## src/rtl/pack_sk_stream.sv

```systemverilog
// Streaming Dilithium secret-key packer: emits rho|key|tr followed by eta-packed s1/s2
// and 13-bit t0 coefficients as OUT_W-bit little-endian words with a ready/valid handshake.
module pack_sk_stream #(
  parameter int K     = 6,
  parameter int L     = 5,
  parameter int ETA   = 4,
  parameter int OUT_W = 64
) (
  input  logic               clk,
  input  logic               rst_n,
  input  logic               start,
  input  logic [255:0]       rho_in,
  input  logic [255:0]       key_in,
  input  logic [511:0]       tr_in,
  input  logic signed [31:0] coef_in,
  input  logic               coef_valid,
  output logic               coef_ready,
  output logic [OUT_W-1:0]   out_data,
  output logic               out_valid,
  input  logic               out_ready,
  output logic               busy,
  output logic               done,
  output logic               range_err
);

  localparam int EB    = (ETA == 2) ? 3 : 4;
  localparam int NTOT  = (L + 2*K) * 256;
  localparam int NS2   = (L + K) * 256;
  localparam int SEEDW = 1024 / OUT_W;
  localparam int ACC_W = OUT_W + 13;
  localparam int NW    = $clog2(NTOT + 1);
  localparam int FW    = $clog2(ACC_W + 1);
  localparam int SW    = $clog2(SEEDW + 1);

  localparam logic [NW-1:0]     NTOT_N    = NW'(NTOT);
  localparam logic [NW-1:0]     NS2_N     = NW'(NS2);
  localparam logic [FW-1:0]     OUT_WF    = FW'(OUT_W);
  localparam logic [FW-1:0]     EB_WF     = FW'(EB);
  localparam logic [FW-1:0]     T0_WF     = FW'(13);
  localparam logic [SW-1:0]     SEED_LAST = SW'(SEEDW - 1);
  localparam logic [12:0]       EB_MASK   = 13'((1 << EB) - 1);
  localparam logic signed [31:0] ETA_S    = 32'(ETA);

  localparam logic [1:0] IDLE = 2'd0;
  localparam logic [1:0] SEED = 2'd1;
  localparam logic [1:0] COEF = 2'd2;
  localparam logic [1:0] DONE = 2'd3;

  logic [1:0]       state_q, state_d;
  logic [NW-1:0]    n_q, n_d;
  logic [FW-1:0]    f_q, f_d;
  logic [ACC_W-1:0] acc_q, acc_d;
  logic [SW-1:0]    cnt_q, cnt_d;
  logic             err_q, err_d;
  logic [1023:0]    seed_q, seed_d;

  logic             is_t0;
  logic [12:0]      p_val;
  logic [FW-1:0]    p_w;
  logic             c_ok;

  // Only the low 13 bits of c matter: the packed field is a modular difference.
  function automatic logic [12:0] map_coef(input logic [12:0] c_lo, input logic t0);
    logic [12:0] d;
    d = t0 ? (13'd4096 - c_lo) : (13'(ETA) - c_lo);
    return t0 ? d : (d & EB_MASK);
  endfunction

  function automatic logic coef_in_range(input logic signed [31:0] c, input logic t0);
    if (t0) return (c >= -32'sd4095) && (c <= 32'sd4096);
    return (c >= -ETA_S) && (c <= ETA_S);
  endfunction

  assign is_t0     = (n_q >= NS2_N);
  assign p_val     = map_coef(coef_in[12:0], is_t0);
  assign p_w       = is_t0 ? T0_WF : EB_WF;
  assign c_ok      = coef_in_range(coef_in, is_t0);
  assign range_err = err_q;

  always_comb begin
    state_d    = state_q;
    n_d        = n_q;
    f_d        = f_q;
    acc_d      = acc_q;
    cnt_d      = cnt_q;
    err_d      = err_q;
    seed_d     = seed_q;
    coef_ready = 1'b0;
    out_valid  = 1'b0;
    out_data   = '0;
    busy       = 1'b0;
    done       = 1'b0;
    case (state_q)
      IDLE: begin
        if (start) begin
          state_d = SEED;
          seed_d  = {tr_in, key_in, rho_in};
          cnt_d   = '0;
          n_d     = '0;
          f_d     = '0;
          acc_d   = '0;
          err_d   = 1'b0;
        end
      end
      SEED: begin
        busy      = 1'b1;
        out_valid = 1'b1;
        out_data  = seed_q[OUT_W-1:0];
        if (out_ready) begin
          seed_d = seed_q >> OUT_W;
          if (cnt_q == SEED_LAST) begin
            state_d = COEF;
            cnt_d   = '0;
          end else begin
            cnt_d = cnt_q + SW'(1);
          end
        end
      end
      COEF: begin
        busy       = 1'b1;
        out_valid  = (f_q >= OUT_WF);
        out_data   = acc_q[OUT_W-1:0];
        coef_ready = (f_q < OUT_WF) && (n_q != NTOT_N);
        // coef_ready and out_valid never overlap, so only one branch can fire.
        if (coef_ready && coef_valid) begin
          acc_d = acc_q | (ACC_W'(p_val) << f_q);
          f_d   = f_q + p_w;
          n_d   = n_q + NW'(1);
          if (!c_ok) err_d = 1'b1;
        end else if (out_valid && out_ready) begin
          acc_d = acc_q >> OUT_W;
          f_d   = f_q - OUT_WF;
          if ((n_q == NTOT_N) && (f_q == OUT_WF)) state_d = DONE;
        end
      end
      DONE: begin
        done    = 1'b1;
        state_d = IDLE;
      end
      default: state_d = IDLE;
    endcase
  end

  always_ff @(posedge clk or negedge rst_n) begin
    if (!rst_n) begin
      state_q <= IDLE;
      n_q     <= '0;
      f_q     <= '0;
      acc_q   <= '0;
      cnt_q   <= '0;
      err_q   <= 1'b0;
    end else begin
      state_q <= state_d;
      n_q     <= n_d;
      f_q     <= f_d;
      acc_q   <= acc_d;
      cnt_q   <= cnt_d;
      err_q   <= err_d;
    end
  end

  // Seed shift register is pure data; it is loaded on every accepted start.
  always_ff @(posedge clk) begin
    seed_q <= seed_d;
  end

endmodule
```

## config.mk

```make
export PLATFORM = sky130hd
export DESIGN_NAME = pack_sk_stream
export DESIGN_NICKNAME = d
export VERILOG_FILES = /design/src/rtl/pack_sk_stream.sv
export SDC_FILE = /design/constraint.sdc
export NUM_CORES = 2
export LEC_CHECK = 0
export ABC_AREA = 0
export CAP_MARGIN = 30
export CORE_AREA = 2 2 437 439
export DETAILED_ROUTE_END_ITERATION = 12
export DIE_AREA = 0 0 439 441
export HOLD_SLACK_MARGIN = 0.06
export SYNTH_ARGS = -nofsm -noshare
export SYNTH_HDL_FRONTEND = slang
export SYNTH_SLANG_ARGS = --single-unit
```

## constraint.sdc

```tcl
create_clock -name clk -period 26 [get_ports clk]
set_input_delay 5.2 -clock clk [delete_from_list [all_inputs] [get_ports clk]]
set_output_delay 5.2 -clock clk [all_outputs]
set_load 0.005 [all_outputs]
```

==> impl_results.html <==
<table>
<tr><th>Metric</th><th>Value</th></tr>
<tr><th colspan="2">Timing</th></tr>
<tr><td>Final Slew Violations</td><td>0</td></tr>
<tr><td>RSZ-0062 raised after global routing</td><td>false</td></tr>
<tr><td>Pin slew with the least headroom to its limit</td><td>~1 ns</td></tr>
<tr><td>Final worst path period share</td><td>38.3%</td></tr>
<tr><td>Max Fclk</td><td>around 100 MHz</td></tr>
<tr><td>Final hold slack</td><td>0.490 ns</td></tr>
<tr><td>Worst slew margin relative to its limit</td><td>between 20% and 30%</td></tr>
<tr><td>Worst Skew</td><td>0.0290 ns</td></tr>
<tr><td>Fin crit period</td><td>9.95 ns</td></tr>
<tr><td>Number of failing hold endpoints at the final stage</td><td>0</td></tr>
<tr><td>Sum Neg Setup Slack</td><td>0 ns</td></tr>
<tr><td>Final setup violation count</td><td>0</td></tr>
<tr><th colspan="2">Placed design</th></tr>
<tr><td>IO buf count</td><td>1129</td></tr>
<tr><td>Half-perimeter wire length after placement</td><td>148 mm</td></tr>
<tr><td>Standard cell area after detailed placement</td><td>approximately 0.064 mm^2</td></tr>
<tr><td>Post-placement cell count</td><td>6592</td></tr>
<tr><td>Final weighted congestion in routability-driven placement</td><td>0.886</td></tr>
<tr><th colspan="2">Floorplan</th></tr>
<tr><td>Die ar.</td><td>0.194 mm^2</td></tr>
<tr><td>Initial Util</td><td>26.4%</td></tr>
<tr><td>Core region area</td><td>about 0.19 mm^2</td></tr>
<tr><td>DIE HEIGHT</td><td>441 um</td></tr>
<tr><td>Number of top-level design ports</td><td>roughly 1100</td></tr>
<tr><td>Row cnt</td><td>160</td></tr>
<tr><td>Die width</td><td>439 um</td></tr>
<tr><th colspan="2">Worst setup path</th></tr>
<tr><td>Buffering stage count on the worst path with inverters included</td><td>8</td></tr>
<tr><td>Destination of the worst register-to-register timing path</td><td>seed_q[444]$_DFFE_PP_</td></tr>
<tr><td>Required time worst endpoint</td><td>26.42 ns</td></tr>
<tr><td>Crit-path leading delay family</td><td>buffers and inverters</td></tr>
<tr><td>Slowest CP cell</td><td>sky130_fd_sc_hd__buf_12</td></tr>
<tr><td>Data arrival at the endpoint of the critical path</td><td>around 10 ns</td></tr>
<tr><td>Number of cells traversed by the worst register-to-register path</td><td>10</td></tr>
<tr><td>Critical path endpoint category</td><td>flip-flop</td></tr>
<tr><td>Type of the worst setup path</td><td>input port to flip-flop</td></tr>
<tr><td>Origin of the critical flop-to-flop path</td><td>state_q[1]$_DFFE_PN0P_</td></tr>
<tr><td>Slowest cell delay on critical path</td><td>0.73 ns</td></tr>
<tr><td>Setup slack of the most critical reg-to-reg path</td><td>20.26 ns</td></tr>
<tr><td>Crit-path cells</td><td>clkdlybuf4s50_1, inv_1, a22oi_1, o21ai_0, clkinvlp_4, buf_12, buf_12, buf_4, buf_16, buf_4</td></tr>
<tr><td>Maximum fanout count along the critical path</td><td>167</td></tr>
<tr><td>Kind of launch point of the worst setup path</td><td>input port</td></tr>
<tr><th colspan="2">Clocking</th></tr>
<tr><td>Clock tree from TritonCTS</td><td>yes</td></tr>
<tr><td>TritonCTS Sinks</td><td>1129</td></tr>
<tr><td>CTS Buf Count</td><td>134</td></tr>
<tr><td>Max clock buf depth</td><td>3</td></tr>
<tr><td>Clock insertion delay at the later pin of the skew report</td><td>roughly 0.80 ns</td></tr>
<tr><td>Post-CTS Setup Repair Bufs</td><td>0</td></tr>
<tr><td>Clk pin slew, worst setup/hold paths</td><td>0.06 ns</td></tr>
<tr><td>Post-cts resize count</td><td>0</td></tr>
<tr><td>Number of hold-repair buffers added at the cts stage</td><td>0</td></tr>
<tr><td>H-tree depth</td><td>4</td></tr>
<tr><td>Master cell of the clock root buffer</td><td>sky130_fd_sc_hd__clkbuf_16</td></tr>
<tr><th colspan="2">Min path</th></tr>
<tr><td>Hold Path Depth</td><td>1</td></tr>
<tr><td>Worst min-delay path endpoint</td><td>acc_q[76]$_DFFE_PN0P_</td></tr>
<tr><td>Class of the tightest hold or removal check</td><td>flip-flop to flip-flop</td></tr>
<tr><td>Start point of the worst hold path</td><td>acc_q[76]$_DFFE_PN0P_</td></tr>
<tr><th colspan="2">GRT</th></tr>
<tr><td>Pin count of the biggest net entering global routing</td><td>173</td></tr>
<tr><td>Remaining global-route overflow</td><td>0</td></tr>
<tr><td>Wire length of the first global-routing pass</td><td>254 mm</td></tr>
<tr><td>Via count of the first global-routing pass</td><td>31800</td></tr>
<tr><td>Initial antenna violation count</td><td>between 150 and 200</td></tr>
<tr><td>Total track usage</td><td>about a fifth</td></tr>
<tr><th colspan="2">Synth</th></tr>
<tr><td>Main synth FF type</td><td>sky130_fd_sc_hd__edfxtp_1</td></tr>
<tr><td>Number of register bits inferred by synthesis</td><td>1129</td></tr>
<tr><td>Mapped Avg Cell Area</td><td>16.2 um^2</td></tr>
<tr><td>Number of synthesized flops with an enable pin</td><td>1024</td></tr>
<tr><td>Number of instances in the synthesized netlist</td><td>3093</td></tr>
<tr><td>Yosys synthesis warning count</td><td>0</td></tr>
<tr><td>Count of different cell masters after synthesis</td><td>73</td></tr>
<tr><td>Area of the mapped netlist</td><td>approximately 0.050 mm^2</td></tr>
<tr><td>Share of synthesized registers carrying an async set or reset</td><td>9.30%</td></tr>
<tr><td>Synthesized net count</td><td>4167</td></tr>
<tr><td>Post-synthesis sequential area ratio</td><td>66.8%</td></tr>
<tr><th colspan="2">Layout</th></tr>
<tr><td>Layout cells sized above 1</td><td>roughly 28%</td></tr>
<tr><td>Layout overhead on the synthesized area</td><td>37.3%</td></tr>
<tr><td>Total number of nets in the final design</td><td>5297</td></tr>
<tr><td>Total area of sequential cells</td><td>approximately 0.033 mm^2</td></tr>
<tr><td>Area of combinational cells with multiple inputs</td><td>0.0158 mm^2</td></tr>
<tr><td>Post-route cell area</td><td>between 0.06 and 0.07 mm^2</td></tr>
<tr><td>Util after Layout</td><td>36.3%</td></tr>
<tr><td>Final-layout fill cell count</td><td>17900</td></tr>
<tr><td>Final Instance Count excl. Fillers</td><td>just under 7000</td></tr>
<tr><th colspan="2">Detailed routing</th></tr>
<tr><td>DRT met1 WL</td><td>70.3 mm</td></tr>
<tr><td>Post-route DRC violation count</td><td>0</td></tr>
<tr><td>Met2 wire length</td><td>99.5 mm</td></tr>
<tr><td>Via count</td><td>32100</td></tr>
<tr><td>Detail Route met3 WL</td><td>about 15 mm</td></tr>
<tr><td>Average wire per cell in the routed design</td><td>approximately 28 um</td></tr>
<tr><td>Drt pass-1 iters</td><td>8</td></tr>
<tr><td>Initial drt markers</td><td>2928</td></tr>
<tr><td>Wire length after detailed routing</td><td>191 mm</td></tr>
<tr><td>Count of antenna-violating nets left after detailed routing</td><td>0</td></tr>
<tr><td>Highest metal used</td><td>met5</td></tr>
<tr><td>Via density</td><td>4.67</td></tr>
<tr><th colspan="2">Job</th></tr>
<tr><td>Number of maximum-capacitance violations</td><td>0</td></tr>
<tr><th colspan="2">Pwr</th></tr>
<tr><td>Power density normalized to cell area</td><td>between 100 and 150 mW/mm^2</td></tr>
<tr><td>Cell leakage power</td><td>23.0 nW</td></tr>
<tr><td>Worst voltage drop across the vdd grid</td><td>0.122 mV</td></tr>
<tr><th colspan="2">Outcome</th></tr>
<tr><td>Status</td><td>finished clean</td></tr>
</table>
## logic make-up (layout without fill, tap and decap cells)
group	Yosys count	count (layout)	synth area share (%)
adders and majority gates	13	13	0.325
and+or+nand+nor	422	422	4.46
AOI/OAI and AO/OA	319	319	4.47
xor gates and xnor gates	18	18	0.330
muxes	976	976	22.0
buffers and inverters	216	1445	1.66
other	0	50	0
DFF	1129	1129	66.8
## metrics by stage
step	setup WS [ns]	total power [mW]
5_1_grt	15.72	8.22
6_report	16.05	7.85
4_1_cts	15.79	7.89
2_1_floorplan	4.24	5.77
3_3_place_gp	14.98	5.98
3_5_place_dp	14.92	6.04
## worst register-to-register path, delay by kind of cell (launching register included)
kind / cells / cell delay, ns
AO/OA/AOI/OAI: 2 / 0.74
adder cells (fa/ha/maj): 1 / 0.30
buffers and inverters: 7 / 3.88
flip-flops: 1 / 0.42
## worst max path at each step
stage	end	depth (start not counted)	from
floorplan	seed_q[0]$_DFFE_PP_	4	out_ready
global placement	seed_q[469]$_DFFE_PP_	9	out_ready
detailed placement	seed_q[312]$_DFFE_PP_	9	out_ready
CTS	seed_q[211]$_DFFE_PP_	9	out_ready
global route	seed_q[528]$_DFFE_PP_	10	out_ready
finish	seed_q[444]$_DFFE_PP_	10	out_ready
## cell usage in the layout, fill, tap and decap left out, types with 45 or more instances in the layout
cell                              count
sky130_fd_sc_hd__a22oi_1             78
sky130_fd_sc_hd__edfxtp_1          1024
sky130_fd_sc_hd__clkbuf_16          137
sky130_fd_sc_hd__nor2_1              75
sky130_fd_sc_hd__a21oi_1             57
sky130_fd_sc_hd__nand2_1             80
sky130_fd_sc_hd__o21ai_0             45
sky130_fd_sc_hd__clkdlybuf4s50_1   1128
sky130_fd_sc_hd__diode_2             50
sky130_fd_sc_hd__dfrtp_1            105
sky130_fd_sc_hd__nor2b_1            132
sky130_fd_sc_hd__mux2_2             964
## flip-flops by register name, summed over array words and instances, names as in the netlist
signal,count
seed_q,1024
acc_q,77
n_q,13
f_q,7
cnt_q,5
state_q,2
range_err,1
## cell type report
class,instances,area share [%]
antenna,50,0.182
sequential,1129,48.6
timing repair buffer,1182,17.4
multi-input combinational,1748,23.0
clock buffer,175,5.25
inverter,28,0.159
clock inverter,60,0.773
tap,2511,4.58
## power breakdown
group / total (mW) / leakage [nW] / switching, mW / internal [mW]
Sequential: 3.65 / 11.2 / 0.292 / 3.35
Clock: 1.81 / 2.01 / 0.791 / 1.02
Combinational: 2.39 / 9.76 / 1.35 / 1.04
Total: 7.85 / 23.0 / 2.44 / 5.42
## layer usage
layer  global-route usage (%)  up-vias
met2                     33.7     1330
met3                     5.86      416
met5                        0        -
met1                     21.4    16000
li1                         -    14400
met4                     6.54       78
## synth_stat cells (4+ instances only)
cell	n	area [um^2]
sky130_fd_sc_hd__nor3_1	31	155
sky130_fd_sc_hd__xnor2_1	8	70.1
sky130_fd_sc_hd__mux2_2	964	10900
sky130_fd_sc_hd__o21ai_0	45	225
sky130_fd_sc_hd__o31a_1	4	35.0
sky130_fd_sc_hd__edfxtp_1	1024	30700
sky130_fd_sc_hd__nor2_1	76	285
sky130_fd_sc_hd__a21oi_1	57	285
sky130_fd_sc_hd__nand2_1	80	300
sky130_fd_sc_hd__a22o_1	6	52.6
sky130_fd_sc_hd__dfrtp_1	105	2630
sky130_fd_sc_hd__or2_2	6	37.5
sky130_fd_sc_hd__ha_1	13	163
sky130_fd_sc_hd__a221oi_1	7	61.3
sky130_fd_sc_hd__a211oi_1	7	52.6
sky130_fd_sc_hd__a22oi_1	78	586
sky130_fd_sc_hd__or3_1	6	37.5
sky130_fd_sc_hd__inv_1	27	101
sky130_fd_sc_hd__and3_1	9	56.3
sky130_fd_sc_hd__and2_1	14	87.6
sky130_fd_sc_hd__nand2b_1	9	56.3
sky130_fd_sc_hd__o21a_1	4	30.0
sky130_fd_sc_hd__o221ai_1	17	149
sky130_fd_sc_hd__nor2b_1	132	826
sky130_fd_sc_hd__o22ai_1	19	119
sky130_fd_sc_hd__nand4_1	14	87.6
sky130_fd_sc_hd__a21o_1	8	60.1
sky130_fd_sc_hd__mux2i_1	11	110
sky130_fd_sc_hd__nand3_1	19	95.1
sky130_fd_sc_hd__a31oi_1	4	25.0
sky130_fd_sc_hd__a21boi_0	4	30.0
sky130_fd_sc_hd__nor4_1	14	87.6
sky130_fd_sc_hd__xor2_1	9	78.8
sky130_fd_sc_hd__o31ai_1	8	60.1
sky130_fd_sc_hd__a311oi_1	14	123
sky130_fd_sc_hd__clkbuf_1	184	691
No activity file was read; power rests on OpenSTA's default activity.
